==> src/rtl/dmem_arb_pkg.sv <==
// Shared constants and types for the data-memory arbiter.
package dmem_arb_pkg;
  localparam int unsigned P_CPU      = 0;
  localparam int unsigned P_LD       = 1;
  localparam int unsigned WORD_SHIFT = 2;

  typedef enum logic {ST_OPEN, ST_LOCKED} arb_state_e;
endpackage

==> src/rtl/dmem_rr_pick.sv <==
// Two-way round-robin pick; under lock only the loader port can win.
module dmem_rr_pick
  import dmem_arb_pkg::*;
(
  input  logic [1:0] req_i,
  input  logic       last_i,
  input  logic       lock_i,
  output logic [1:0] gnt_o
);

  always_comb begin
    gnt_o = '0;
    if (lock_i) begin
      gnt_o[P_LD] = req_i[P_LD];
    end else if (&req_i) begin
      // tie goes to the port that did not win last time
      if (last_i) gnt_o[P_CPU] = 1'b1;
      else        gnt_o[P_LD]  = 1'b1;
    end else begin
      gnt_o = req_i;
    end
  end

endmodule

==> src/rtl/dmem_arbiter.sv <==
// Shares the single-port data memory between CPU MEM stage (port 0) and loader (port 1).
module dmem_arbiter
  import dmem_arb_pkg::*;
#(
  parameter int unsigned ADDR_W    = 32,
  parameter int unsigned DATA_W    = 32,
  parameter int unsigned MEM_WORDS = 1024,
  parameter int unsigned LOCK_TO   = 16,
  parameter int unsigned CNT_W     = 32
) (
  input  logic                   clk_i,
  input  logic                   rst_i,
  input  logic [1:0]             req_i,
  input  logic [1:0]             we_i,
  input  logic [1:0][ADDR_W-1:0] addr_i,
  input  logic [1:0][DATA_W-1:0] wdata_i,
  input  logic                   lock1_i,
  output logic [1:0]             gnt_o,
  output logic [1:0]             rvalid_o,
  output logic [DATA_W-1:0]      rdata_o,
  output logic                   err_o,
  output logic                   stall0_o,
  output logic [CNT_W-1:0]       stall_cnt_o,
  output logic [ADDR_W-1:0]      mem_addr_o,
  output logic                   mem_read_o,
  output logic                   mem_write_o,
  output logic [DATA_W-1:0]      mem_wdata_o,
  input  logic [DATA_W-1:0]      mem_rdata_i
);

  localparam int unsigned TMR_W = $clog2(LOCK_TO + 1);

  arb_state_e        state_q, state_d;
  logic              last_q, last_d;
  logic [TMR_W-1:0]  timer_q, timer_d;
  logic [1:0]        rvalid_q, rvalid_d;
  logic [DATA_W-1:0] rdata_q, rdata_d;
  logic              err_q, err_d;
  logic [CNT_W-1:0]  stall_cnt_q, stall_cnt_d;

  logic [1:0]        pick;
  logic              granted, sel, sel_we, bad;
  logic [ADDR_W-1:0] sel_addr;

  dmem_rr_pick u_pick (
    .req_i  (req_i),
    .last_i (last_q),
    .lock_i (state_q == ST_LOCKED),
    .gnt_o  (pick)
  );

  always_comb begin
    // grants are combinational, so hold them off while reset is asserted
    gnt_o    = pick & {2{rst_i}};
    granted  = |gnt_o;
    sel      = gnt_o[P_LD];
    sel_addr = addr_i[sel];
    sel_we   = we_i[sel];
    bad      = (sel_addr[1:0] != 2'b00) ||
               ((sel_addr >> WORD_SHIFT) >= ADDR_W'(MEM_WORDS));

    mem_addr_o  = granted ? sel_addr : '0;
    mem_wdata_o = granted ? wdata_i[sel] : '0;
    mem_read_o  = granted & ~sel_we & ~bad;
    mem_write_o = granted & sel_we & ~bad;
    stall0_o    = req_i[P_CPU] & ~gnt_o[P_CPU];

    rvalid_d    = gnt_o;
    err_d       = granted & bad;
    rdata_d     = mem_read_o ? mem_rdata_i : '0;
    stall_cnt_d = (stall0_o && (stall_cnt_q != '1)) ? stall_cnt_q + CNT_W'(1) : stall_cnt_q;

    state_d = state_q;
    last_d  = granted ? sel : last_q;
    timer_d = timer_q;
    case (state_q)
      ST_OPEN: begin
        if (gnt_o[P_LD] && lock1_i) begin
          state_d = ST_LOCKED;
          timer_d = '0;
        end
      end
      ST_LOCKED: begin
        if (gnt_o[P_LD]) begin
          timer_d = '0;
          if (!lock1_i) state_d = ST_OPEN;
        end else if (!req_i[P_LD]) begin
          timer_d = timer_q + TMR_W'(1);
          if (timer_d == TMR_W'(LOCK_TO)) begin
            state_d = ST_OPEN;
            last_d  = 1'b1;
            timer_d = '0;
          end
        end
      end
      default: state_d = ST_OPEN;
    endcase
  end

  always_ff @(posedge clk_i or negedge rst_i) begin
    if (!rst_i) begin
      state_q     <= ST_OPEN;
      last_q      <= 1'b1;
      timer_q     <= '0;
      rvalid_q    <= '0;
      rdata_q     <= '0;
      err_q       <= 1'b0;
      stall_cnt_q <= '0;
    end else begin
      state_q     <= state_d;
      last_q      <= last_d;
      timer_q     <= timer_d;
      rvalid_q    <= rvalid_d;
      rdata_q     <= rdata_d;
      err_q       <= err_d;
      stall_cnt_q <= stall_cnt_d;
    end
  end

  assign rvalid_o    = rvalid_q;
  assign rdata_o     = rdata_q;
  assign err_o       = err_q;
  assign stall_cnt_o = stall_cnt_q;

endmodule
==> config.mk <==
export PLATFORM = sky130hd
export DESIGN_NAME = dmem_arbiter
export DESIGN_NICKNAME = d
export VERILOG_FILES = /design/src/rtl/dmem_arb_pkg.sv /design/src/rtl/dmem_rr_pick.sv /design/src/rtl/dmem_arbiter.sv
export SDC_FILE = /design/constraint.sdc
export NUM_CORES = 1
export LEC_CHECK = 0
export CAP_MARGIN = 0
export CORE_AREA = 2 2 118 120
export CTS_CLUSTER_DIAMETER = 120
export CTS_CLUSTER_SIZE = 20
export DETAILED_ROUTE_END_ITERATION = 10
export DIE_AREA = 0 0 120 122
export MAX_ROUTING_LAYER = met4
export PLACE_DENSITY = 0.8
export SETUP_SLACK_MARGIN = 0.05
export SLEW_MARGIN = 20
export SYNTH_ARGS = -nofsm -noshare
export SYNTH_HDL_FRONTEND = slang
export SYNTH_SLANG_ARGS = --single-unit
==> constraint.sdc <==
create_clock -name clk_i -period 3.5 [get_ports clk_i]
set_clock_uncertainty 0.1 [all_clocks]
set_input_delay 0.875 -clock clk_i [delete_from_list [all_inputs] [get_ports clk_i]]
set_output_delay 0.875 -clock clk_i [all_outputs]
set_load 0.005 [all_outputs]
==> reports/qor.json <==
{
  "outcome": "completed",
  "final_period_minus_worst_setup_slack_ns": 3.42,
  "post_synth_main_area_contributors": "dfrtp_1, nand2_1, a22o_1",
  "final_hold_viol_count": 0,
  "critical_path_peak_fanout": 2,
  "grt_start_max_net_pins": 50,
  "routed_wirelength_mm": 17.9,
  "initial_utilization_pct": 30.1,
  "synth_cell_types": 51,
  "grt_antenna_before_repair": 1,
  "slew_violations": 0,
  "die_h_um": 122,
  "grt_overflow_total": 0,
  "synth.avg_cell_area_sq_um": 9.34,
  "setup.reg_to_reg.worst_slack_ns": 1.22,
  "finish.instance_area_sq_mm": 0.00835,
  "power.combinational.fraction_pct": 28.9,
  "yosysTopAreaCellShare_pct": 44.9,
  "route.detailed.vias_per_inst": 5.06,
  "synthCells": 436,
  "leakagePower_nw": 4.51,
  "area_delta_synth_final_pct": 105,
  "slew_headroom_pct": 49.0,
  "synthesis.area_sq_mm": 0.00407,
  "post-route-drc-count": 0,
  "clk-insertion-delay-late_ns": 0.33,
  "dp_slack_ns": -0.613,
  "multi_input_comb_area_sq_mm": 0.00217,
  "ys_warn_count": 0,
  "worst_setup_hold_path_clk_slew_ns": 0.06,
  "final_net_count": 952,
  "clock_sink_count": 74,
  "endpoint_kind_of_the_worst_setup_timing_path": "primary output",
  "clk_path_buf_depth": 2,
  "timing.final.setup_violations": 0,
  "grt_first_pass_wirelength_mm": 25.7,
  "layout.area.seq_sq_mm": 0.00185,
  "hold_path_class": "in -> async",
  "r2r-end": "stall_cnt_o[1]",
  "final.setup.worst_slack_ns": 0.0783,
  "crit_path_start": "addr_i[54]",
  "power.ir.vdd_worst_v": 0.000205,
  "switching_power_mw": 0.733,
  "worst_r2r_path_depth": 5,
  "synth.ff_latch_count": 74,
  "cap_violations": 0,
  "drtPass1Iterations": 5,
  "fill_cells": 1058,
  "num_io_pins": 303,
  "post_synth_xor_area_fraction_pct": 6.24,
  "drtIter0Drc": 348,
  "p_clk_share_pct": 35.4,
  "synth_area_leader_cell": "dfrtp_1",
  "tritoncts_clock_tree": "done",
  "crit_path_end": "mem_write_o",
  "data_arrival_critical_path_ns": 2.45,
  "yosys.area_share.adder_pct": 0.615,
  "main_combinational_cell_family_by_area_after_synthesis": "simple AND/OR/NAND/NOR gates",
  "total_via_count_after_detailed_routing": 4894,
  "drt.antenna.violating_nets": 0,
  "p_per_area_mw_per_mm2": 333,
  "rsz0062_at_grt": "yes",
  "syn-num-nets": 605,
  "htreeDepth": 3,
  "placed_cells": 926,
  "post_synth_and_or_nand_nor_area_fraction_pct": 26.9,
  "rows": 43,
  "period_share_pct": 97.8,
  "dpl_cell_area_sq_mm": 0.00751,
  "synth_compound_gate_area_share_pct": 16.1,
  "total_die_area_sq_mm": 0.0146,
  "routabilityCongestion": 0.874,
  "cp.required_ns": 2.52,
  "power.sequential.fraction_pct": 35.8,
  "drive_gt1_share_pct": 14.4,
  "design.core.area_sq_mm": 0.0135,
  "synth-seq-area-share_pct": 45.5,
  "post_synth_mux_area_share_pct": 1.01,
  "final_cells": 968,
  "hpwl_mm": 13.0,
  "tritoncts.num_buffers": 9,
  "reg2reg_from": "stall_cnt_o[0]",
  "timing.fmax_ghz": 0.292,
  "first_global_vias": 4935,
  "power.internal_mw": 2.04,
  "die_w_um": 120,
  "grt_util_all_layers_pct": 23.3,
  "power_switching_share_pct": 26.4,
  "io_buffer_count": 302,
  "cts_root_buffer": "clkbuf_16",
  "routed_wire_length_per_instance_um": 18.5,
  "tightestPinTransition_ns": 0.763,
  "critPathKind": "in -> out",
  "critPathLaunchType": "primary input",
  "power_mw": 2.78
}
layout make-up:
class | instances | share of cell area (%)
tap | 180 | 2.70
multi-input combinational | 330 | 26.0
sequential | 74 | 22.2
clock buffer | 11 | 2.91
inverter | 5 | 0.375
clock inverter | 4 | 0.914
timing repair buffer | 363 | 44.9
antenna | 1 | 0.0300
registers in the layout, indices dropped and copies added (netlist names):
register     count
stall_cnt_o     32
timer_q          5
state_q          1
rdata_o         32
err_o            1
rvalid_o         2
last_q           1
through the flow:
step,utilization (%),hold WS [ns],TNS (ns)
floorplan,-,0.377,0
finish,61.8,0.399,0
global route,61.8,0.402,-0.0392
CTS,59.1,0.392,0
detailed placement,55.6,0.387,-26.73
global placement,55.6,0.381,-25.84
Yosys cell counts (all sizes together):
library cell and count:
nor2b 4, o21ai 6, ha 2, xor2 9, a21o 3, dfrtp 73
o31ai 1, xnor2 20, a2bb2oi 1, a22oi 1, or2 2, o2111ai 1
or3 1, inv 5, a2111oi 1, a31oi 3, o41ai 1, a41oi 1
nand4 14, nor4 10, dfstp 1, and3 46, buf 9, and2 3
or3b 1, clkbuf 18, nand3 16, a21oi 35, and4 4, mux2 1
nor2 9, a22o 32, a32o 1, nand2 82, nor3 11, mux2i 3
a211oi 1, nand2b 4
cell usage in the layout (no fill, tap or decap), types with 3 or more instances in the layout:
cell / instances
xnor2_1: 20
nand3_1: 16
nand4_1: 12
buf_6: 4
nor2_1: 9
dlygate4sd2_1: 40
nand2b_1: 4
buf_4: 47
inv_1: 4
buf_16: 3
o21ai_0: 5
nor3_1: 8
nor4_2: 7
clkdlybuf4s50_1: 205
clkdlybuf4s15_1: 3
xor2_1: 9
and3_1: 43
dlymetal6s2s_1: 50
and4_1: 4
a21oi_1: 34
dfrtp_1: 73
clkbuf_16: 13
buf_12: 4
a22o_1: 32
nand2_1: 81
metal layers:
layer	track usage [%]	vias to the layer above	wire, um
met5	-	-	0
met4	7.65	0	408
met3	6.60	31	1170
met2	39.7	219	9350
met1	26.5	2376	6950
li1	-	2268	-
worst min-delay path by stage:
| stage | to | slack, ns |
|---|---|---|
| after CTS | timer_q[3] | 0.39 |
| after global placement | stall_cnt_o[28] | 0.38 |
| after detailed placement | stall_cnt_o[28] | 0.39 |
| final | state_q | 0.40 |
| after floorplan | stall_cnt_o[28] | 0.38 |
| after global routing | state_q | 0.40 |
kinds of logic after synthesis:
group | after synthesis
DFF | 74
xor gates and xnor gates | 29
adders and majority gates | 2
and+or+nand+nor | 207
muxes | 4
buffers and inverters | 32
AOI/OAI and AO/OA | 88
worst max-delay path, stage by stage:
cell and delay (ns):
clkdlybuf4s50_1 0.43, nor4_2 0.28, buf_4 0.14, nand4_1 0.14
a21oi_2 0.22, buf_4 0.14, nor2b_4 0.12, buf_6 0.10
repair_timing:
action,4_1_cts,5_1_grt
resized for setup,74,61
setup endpoints to repair,69,51
cloned,3,5
buffers inserted,5,13
pin swaps,15,8
hold buffers,0,0
power by group through the flow:
| stage | Sequential (mW) | Clock (mW) | Combinational (mW) |
|---|---|---|---|
| after floorplan | 0.989 | 0 | 0.238 |
| after global placement | 0.997 | 0 | 0.726 |
| after detailed placement | 1.00 | 0 | 0.745 |
| after CTS | 0.990 | 1.00 | 0.769 |
| after global routing | 0.998 | 1.05 | 0.859 |
| final | 0.993 | 0.983 | 0.802 |
Note: power is estimated with default switching activity, not from simulation.
